===== config.mk =====
export PLATFORM = sky130hd
export DESIGN_NAME = conv_row_mac_flat
export DESIGN_NICKNAME = d
export VERILOG_FILES = /design/src/rtl/conv_row_mac_if.sv /design/src/rtl/conv_row_mac.sv /design/src/flat_wrapper.sv
export SDC_FILE = /design/constraint.sdc
export NUM_CORES = 1
export LEC_CHECK = 0
export BUFFER_PORTS_ARGS = -buffer_cell sky130_fd_sc_hd__buf_2
export CORE_ASPECT_RATIO = 0.8
export CORE_MARGIN = 3
export CORE_UTILIZATION = 38
export CTS_BUF_LIST = sky130_fd_sc_hd__clkbuf_4 sky130_fd_sc_hd__clkbuf_8
export DETAILED_ROUTE_END_ITERATION = 10
export GPL_TIMING_DRIVEN = 0
export PLACE_DENSITY = 0.62
export SYNTH_ARGS = -nofsm -noshare
export SYNTH_HDL_FRONTEND = slang
export SYNTH_SLANG_ARGS = --single-unit

===== constraint.sdc =====
create_clock -name clk -period 13.1 [get_ports clk]
set_input_delay 0.655 -clock clk [delete_from_list [all_inputs] [get_ports clk]]
set_output_delay 0.655 -clock clk [all_outputs]
set_load 0.1 [all_outputs]

===== src/rtl/conv_row_mac_if.sv =====
// conv_row_mac_if
// Bundles the pixel stream, the weight-load bus and the run-time mode
// controls of one conv_row_mac instance.
//   master : drives ce, in_valid, row_start, din, psum_in, pad_en, sat_en,
//            w_we, w_addr, w_data; receives out_valid, dout
//   slave  : the engine side of the same signals
// Parameters must match those of the conv_row_mac instance it is bound to.
interface conv_row_mac_if #(
    parameter int DW   = 8,
    parameter int WW   = 8,
    parameter int TAPS = 3,
    parameter int OW   = 24
);
    localparam int AW = (TAPS > 1) ? $clog2(TAPS) : 1;

    logic                 ce;
    logic                 in_valid;
    logic                 row_start;
    logic signed [DW-1:0] din;
    logic signed [OW-1:0] psum_in;
    logic                 pad_en;
    logic                 sat_en;
    logic                 w_we;
    logic [AW-1:0]        w_addr;
    logic signed [WW-1:0] w_data;
    logic                 out_valid;
    logic signed [OW-1:0] dout;

    modport master (
        output ce, in_valid, row_start, din, psum_in, pad_en, sat_en,
               w_we, w_addr, w_data,
        input  out_valid, dout
    );

    modport slave (
        input  ce, in_valid, row_start, din, psum_in, pad_en, sat_en,
               w_we, w_addr, w_data,
        output out_valid, dout
    );
endinterface


===== src/rtl/conv_row_mac.sv =====
// conv_row_mac
// 1-D convolution row engine: TAPS-deep signed sliding window, per-tap signed
// weights (shadow/active banks), partial-sum input, optional zero padding and
// saturation. Three ce-gated stages: window (E0), products (E1),
// reduction + formatting (E2).
// Ports:
//   clk   : rising-edge clock
//   rst_n : asynchronous active-low reset
//   bus   : conv_row_mac_if.slave (stream in/out, weight bus, mode controls)
module conv_row_mac #(
    parameter int DW   = 8,
    parameter int WW   = 8,
    parameter int TAPS = 3,
    parameter int OW   = 24
) (
    input  logic          clk,
    input  logic          rst_n,
    conv_row_mac_if.slave bus
);
    localparam int AW = (TAPS > 1) ? $clog2(TAPS) : 1;
    localparam int FW = $clog2(TAPS + 1);
    localparam int PW = DW + WW;
    localparam int SW = DW + WW + $clog2(TAPS) + 1;
    localparam int IW = ((SW > OW) ? SW : OW) + 1;

    localparam logic signed [IW-1:0] SAT_MAX = {{(IW-OW+1){1'b0}}, {(OW-1){1'b1}}};
    localparam logic signed [IW-1:0] SAT_MIN = {{(IW-OW+1){1'b1}}, {(OW-1){1'b0}}};

    // E0: window and per-pixel flags
    logic signed [DW-1:0] x_reg [TAPS];
    logic [FW-1:0]        fill_reg;
    logic                 v0_reg;
    logic                 sat0_reg;
    logic signed [OW-1:0] psum0_reg;

    // weight banks
    logic signed [WW-1:0] shadow_reg [TAPS];
    logic signed [WW-1:0] active_reg [TAPS];

    // E1: products
    logic signed [PW-1:0] prod_next [TAPS];
    logic signed [PW-1:0] prod_reg  [TAPS];
    logic                 v1_reg;
    logic                 sat1_reg;
    logic signed [OW-1:0] psum1_reg;

    // E2: result
    logic                 out_valid_reg;
    logic signed [OW-1:0] dout_reg;

    logic                 accept;
    logic [FW-1:0]        fill_next;
    logic                 qual_next;
    logic signed [IW-1:0] sum_full;
    logic signed [OW-1:0] result;

    assign accept = bus.in_valid & bus.ce;

    // Fill count after this accept; row_start counts the new pixel as the
    // first of the row.
    always_comb begin
        fill_next = fill_reg;
        if (bus.row_start) begin
            fill_next = FW'(1);
        end else if (fill_reg < FW'(TAPS)) begin
            fill_next = fill_reg + FW'(1);
        end
        qual_next = bus.pad_en | (fill_next >= FW'(TAPS));
    end

    // Window. On row_start the whole history behind the new pixel becomes
    // zero, so padded outputs never see the previous row's pixels.
    always_ff @(posedge clk or negedge rst_n) begin
        if (!rst_n) begin
            for (int k = 0; k < TAPS; k++) begin
                x_reg[k] <= '0;
            end
            fill_reg  <= '0;
            v0_reg    <= 1'b0;
            sat0_reg  <= 1'b0;
            psum0_reg <= '0;
        end else if (bus.ce) begin
            v0_reg <= accept & qual_next;
            if (accept) begin
                x_reg[0] <= bus.din;
                for (int k = 1; k < TAPS; k++) begin
                    x_reg[k] <= bus.row_start ? '0 : x_reg[k-1];
                end
                fill_reg  <= fill_next;
                sat0_reg  <= bus.sat_en;
                psum0_reg <= bus.psum_in;
            end
        end
    end

    // Weight banks. Writes ignore ce. The row_start copy reads the shadow
    // value from before any same-cycle write, which therefore lands only in
    // shadow for the following row. Addresses >= TAPS match no entry.
    always_ff @(posedge clk or negedge rst_n) begin
        if (!rst_n) begin
            for (int k = 0; k < TAPS; k++) begin
                shadow_reg[k] <= '0;
                active_reg[k] <= '0;
            end
        end else begin
            for (int k = 0; k < TAPS; k++) begin
                if (bus.w_we && (bus.w_addr == AW'(k))) begin
                    shadow_reg[k] <= bus.w_data;
                end
            end
            if (accept && bus.row_start) begin
                for (int k = 0; k < TAPS; k++) begin
                    active_reg[k] <= shadow_reg[k];
                end
            end
        end
    end

    generate
        for (genvar gi = 0; gi < TAPS; gi++) begin : g_prod
            assign prod_next[gi] = PW'(x_reg[gi]) * PW'(active_reg[gi]);
        end
    endgenerate

    always_ff @(posedge clk or negedge rst_n) begin
        if (!rst_n) begin
            for (int k = 0; k < TAPS; k++) begin
                prod_reg[k] <= '0;
            end
            v1_reg    <= 1'b0;
            sat1_reg  <= 1'b0;
            psum1_reg <= '0;
        end else if (bus.ce) begin
            for (int k = 0; k < TAPS; k++) begin
                prod_reg[k] <= prod_next[k];
            end
            v1_reg    <= v0_reg;
            sat1_reg  <= sat0_reg;
            psum1_reg <= psum0_reg;
        end
    end

    // Reduction is one bit wider than both the product sum and psum, so the
    // clamp decision is made on an exact value.
    always_comb begin
        sum_full = IW'(psum1_reg);
        for (int k = 0; k < TAPS; k++) begin
            sum_full = sum_full + IW'(prod_reg[k]);
        end
        result = sum_full[OW-1:0];
        if (sat1_reg) begin
            if (sum_full > SAT_MAX) begin
                result = SAT_MAX[OW-1:0];
            end else if (sum_full < SAT_MIN) begin
                result = SAT_MIN[OW-1:0];
            end
        end
    end

    // dout only moves on a valid result; bubbles leave it at its last value.
    always_ff @(posedge clk or negedge rst_n) begin
        if (!rst_n) begin
            out_valid_reg <= 1'b0;
            dout_reg      <= '0;
        end else if (bus.ce) begin
            out_valid_reg <= v1_reg;
            if (v1_reg) begin
                dout_reg <= result;
            end
        end
    end

    assign bus.out_valid = out_valid_reg;
    assign bus.dout      = dout_reg;
endmodule


===== src/flat_wrapper.sv =====
// flat-port wrapper written by rule: the top's interface ports become plain ports
module conv_row_mac_flat 
#(
    parameter int DW   = 8,
    parameter int WW   = 8,
    parameter int TAPS = 3,
    parameter int OW   = 24
)
  (clk, rst_n, bus_ce, bus_in_valid, bus_row_start, bus_din, bus_psum_in, bus_pad_en, bus_sat_en, bus_w_we, bus_w_addr, bus_w_data, bus_out_valid, bus_dout);
  conv_row_mac_if #(.DW(DW), .WW(WW), .TAPS(TAPS), .OW(OW)) bus_i ();
  input  logic clk;
  input  logic rst_n;
  input wire logic [$bits(bus_i.ce)-1:0] bus_ce;
  input wire logic [$bits(bus_i.in_valid)-1:0] bus_in_valid;
  input wire logic [$bits(bus_i.row_start)-1:0] bus_row_start;
  input wire logic [$bits(bus_i.din)-1:0] bus_din;
  input wire logic [$bits(bus_i.psum_in)-1:0] bus_psum_in;
  input wire logic [$bits(bus_i.pad_en)-1:0] bus_pad_en;
  input wire logic [$bits(bus_i.sat_en)-1:0] bus_sat_en;
  input wire logic [$bits(bus_i.w_we)-1:0] bus_w_we;
  input wire logic [$bits(bus_i.w_addr)-1:0] bus_w_addr;
  input wire logic [$bits(bus_i.w_data)-1:0] bus_w_data;
  output wire logic [$bits(bus_i.out_valid)-1:0] bus_out_valid;
  output wire logic [$bits(bus_i.dout)-1:0] bus_dout;
  assign bus_i.ce = bus_ce;
  assign bus_i.in_valid = bus_in_valid;
  assign bus_i.row_start = bus_row_start;
  assign bus_i.din = bus_din;
  assign bus_i.psum_in = bus_psum_in;
  assign bus_i.pad_en = bus_pad_en;
  assign bus_i.sat_en = bus_sat_en;
  assign bus_i.w_we = bus_w_we;
  assign bus_i.w_addr = bus_w_addr;
  assign bus_i.w_data = bus_w_data;
  assign bus_out_valid = bus_i.out_valid;
  assign bus_dout = bus_i.dout;
  conv_row_mac #(.DW(DW), .WW(WW), .TAPS(TAPS), .OW(OW)) u_core (.clk(clk), .rst_n(rst_n), .bus(bus_i));
endmodule

==> impl_metrics.toml <==
[drt]
ant_nets = 0
remaining_drc_errors = 0
drt-total-wl_um = 39200
drt-pass1-iter-count = 5
routedWlPerCell_um = 16.1
initialDrtViolationCount = 749
vias_per_cell = 4.86
vias = 11800

[clocking]
clk_pin_slew_ns = 0.12
cts_sinks = 199
worstSkewPairLatency_ns = 0.50
h-tree-depth = 4
post_cts_resized = 0
cts_tree = "yes"
cts_setup_buffers = 0
holdBufCountCts = 0
root_buffer = "clkbuf_8"
cts_buffer_depth = 2
cts_buffers = 17

[timing]
finalCritPeriodShare_pct = 38.5
finalHoldViolations = 0
fin_worst_skew_ns = 0.0210
relSlewSlack_pct = 19.1
finalMaxSlewViolations = 0
fmax_mhz = 198
min_period_ns = 5.04
fin_ws_ns = 8.06
rsz0062_at_grt = "false"
finalSetupViolations = 0
fin_tns_setup_ns = 0
tightest_slew_ns = 1.21

[place]
dp_hpwl_um = 32000
io_buffers = 73
dp_slack_ns = 8.10
finalWeightedCongestion = 0.835

[yosys]
synth-seq-cells = 199
synthArstFlopShare_pct = 100
syn-num-nets = 2095
seq_area_frac_synth_pct = 28.6
ys_warn_count = 0
synth_area_per_cell_um2 = 10.1
netlist_area_um2 = 17400
synthFlopType = "dfrtp_1"
netlist-cell-type-count = 66
synth_cells = 1721
synth_edf_count = 0

[final_layout]
antennaDiodeCount = 0
drive_gt1_share_pct = 13.0
largest_reg_flops = 48
post-route-util_pct = 42.3
fillers = 4378
nets = 2188
register_area_um2 = 4980
multi_input_area_um2 = 10900
areaGrowthSynthToFinish_pct = 8.90

[global_route]
grt_pass1_vias = 12100
grt_max_degree = 121
grt_pass1_wl_um = 64700
antenna_found_initial = 2
grt_usage_pct = 16.9
overflow = 0

[critical_path]
critPathKind = "reg2reg"
crit_slowest_cell = "fa_1"
worst_ep_required_time_ns = 13.54
critPathCaptureType = "register"
startpoint_type = "register"
cp_data_arrival_time_ns = 5.48
cp_num_buf_inv = 4
timing.rr.end = "u_core.prod_reg[46]$_DFFE_PN0P_"
critPathMaxFanout = 10
r2r_cells = 17
crit_family = "adder cells"
ff2ff_setup_slack_ns = 8.06
crit_chain = "clkbuf_1 -> nand2_1 -> fa_1 -> fa_1 -> inv_1 -> fa_1 -> inv_1 -> fa_1 -> inv_1 -> ha_1 -> o21ai_0 -> a21boi_0 -> o21ai_0 -> a21boi_0 -> o211ai_1 -> a2111o_1 -> nand3_1"
critical_path.max_stage_delay_ns = 0.54
r2r-start = "u_core.x_reg[21]$_DFFE_PN0P_"
path_common_cell = "fa_1"

[floorplanning]
io_pins = 75
die-width_um = 245
rows = 69
core_um2 = 44800
die_y_um = 197
start_util_pct = 38.8
die_area_um2 = 48400

[min_path]
hold_path_class = "in2async"

[flow_run]
cap_violations = 0

[outcome]
status = "finished, final reports clean"
## worst max path at each step
stage / start / endpoint / slack, ns / cells past startpoint
after floorplan: u_core.x_reg[14]$_DFFE_PN0P_ / u_core.prod_reg[30]$_DFFE_PN0P_ / 8.72 / 18
after global placement: rst_n / u_core.x_reg[16]$_DFFE_PN0P_ / 7.99 / 1
after detailed placement: u_core.x_reg[21]$_DFFE_PN0P_ / u_core.prod_reg[46]$_DFFE_PN0P_ / 8.10 / 17
after CTS: u_core.x_reg[21]$_DFFE_PN0P_ / u_core.prod_reg[46]$_DFFE_PN0P_ / 8.06 / 17
after global routing: u_core.x_reg[21]$_DFFE_PN0P_ / u_core.prod_reg[46]$_DFFE_PN0P_ / 7.75 / 17
final: u_core.x_reg[21]$_DFFE_PN0P_ / u_core.prod_reg[46]$_DFFE_PN0P_ / 8.06 / 17
## cell usage in the layout (no fill, tap or decap), types with 4 or more instances in the layout
| master | instances |
|---|---|
| nand3_1 | 12 |
| nand2b_1 | 22 |
| o21ai_1 | 19 |
| o21ai_0 | 98 |
| ha_1 | 111 |
| a21o_1 | 11 |
| and2_1 | 123 |
| xor2_1 | 7 |
| o21a_1 | 7 |
| nor2b_1 | 10 |
| o31ai_1 | 5 |
| buf_2 | 72 |
| inv_1 | 320 |
| nand2_1 | 147 |
| buf_6 | 5 |
| o211ai_1 | 7 |
| inv_8 | 4 |
| nor3b_1 | 6 |
| nor2_1 | 59 |
| clkbuf_1 | 49 |
| inv_6 | 4 |
| mux2_2 | 85 |
| dfrtp_1 | 199 |
| clkbuf_8 | 17 |
| o41ai_1 | 4 |
| a31oi_1 | 5 |
| xnor2_1 | 52 |
| mux2i_1 | 10 |
| fa_1 | 213 |
| a21oi_1 | 32 |
| or3_1 | 7 |
| a211oi_1 | 6 |
| a21boi_0 | 6 |
| nor3_1 | 9 |
| a21oi_2 | 21 |
| nand4_1 | 5 |
## cell families after synthesis
group	share of synthesized area [%]
and+or+nand+nor	12.1
buffers and inverters	8.43
adders and majority gates	32.5
AOI/OAI and AO/OA	9.19
DFF	28.6
muxes	6.08
xor gates and xnor gates	3.07
## cell usage after synthesis, types with 4 or more instances
| library cell | n | area share [%] |
|---|---|---|
| mux2i_1 | 10 | 0.58 |
| a31oi_1 | 5 | 0.18 |
| o21a_1 | 7 | 0.30 |
| fa_1 | 213 | 25 |
| nand2_1 | 147 | 3.2 |
| nor3_1 | 9 | 0.26 |
| a21o_1 | 11 | 0.47 |
| nor2b_1 | 10 | 0.36 |
| a21oi_1 | 32 | 0.92 |
| nor2_1 | 59 | 1.3 |
| ha_1 | 111 | 8.0 |
| nand3_1 | 12 | 0.35 |
| nor3b_1 | 6 | 0.26 |
| o31ai_1 | 5 | 0.22 |
| a21oi_2 | 21 | 1.1 |
| a211oi_1 | 6 | 0.26 |
| o21ai_0 | 98 | 2.8 |
| or3_1 | 7 | 0.25 |
| clkbuf_1 | 49 | 1.1 |
| inv_1 | 320 | 6.9 |
| xnor2_1 | 52 | 2.6 |
| o41ai_1 | 4 | 0.20 |
| buf_6 | 5 | 0.32 |
| xor2_1 | 7 | 0.35 |
| mux2_2 | 85 | 5.5 |
| and2_1 | 123 | 4.4 |
| nand4_1 | 5 | 0.18 |
| nand2b_1 | 22 | 0.79 |
| o21ai_1 | 19 | 0.55 |
| o211ai_1 | 7 | 0.30 |
| a21boi_0 | 6 | 0.26 |
| dfrtp_1 | 199 | 29 |
## stage by stage
| stage | area (um2) | hold WS [ns] | cells |
|---|---|---|---|
| 5_1_grt | 18900 | 0.131 | 2430 |
| 3_3_place_gp | 18500 | 0.463 | 2397 |
| 4_1_cts | 18900 | 0.129 | 2430 |
| 6_report | 18900 | 0.109 | 2430 |
| 2_1_floorplan | 17400 | 0.359 | 1721 |
| 3_5_place_dp | 18500 | 0.466 | 2398 |
## worst register-to-register path, cell delays in order, from the launching register on
cell and delay, ns:
dfrtp_1 0.34, clkbuf_1 0.45, nand2_1 0.18, fa_1 0.53, fa_1 0.54, inv_1 0.05
fa_1 0.47, inv_1 0.05, fa_1 0.48, inv_1 0.04, ha_1 0.32, o21ai_0 0.12
a21boi_0 0.27, o21ai_0 0.16, a21boi_0 0.34, o211ai_1 0.17, a2111o_1 0.40, nand3_1 0.07
## layer usage
layer	wire length, um	share of wire (%)	track usage, %	up-vias
met4	503	1.3	3.67	2
met2	17600	45	25.9	191
met3	1570	4.0	2.46	32
li1	-	-	-	5609
met5	20	0.051	0	-
met1	19500	50	25.4	5966
## cell type report
type,instances,area share (%)
clock buffer,17,1.24
tap,603,3.98
sequential,199,26.3
buffer,57,1.35
multi-input combinational,1143,57.8
clock inverter,15,0.826
inverter,322,6.38
timing repair buffer,74,2.13
Power is not shown: default switching activity piles up to over one toggle a cycle in this logic, so the estimate is an artifact.
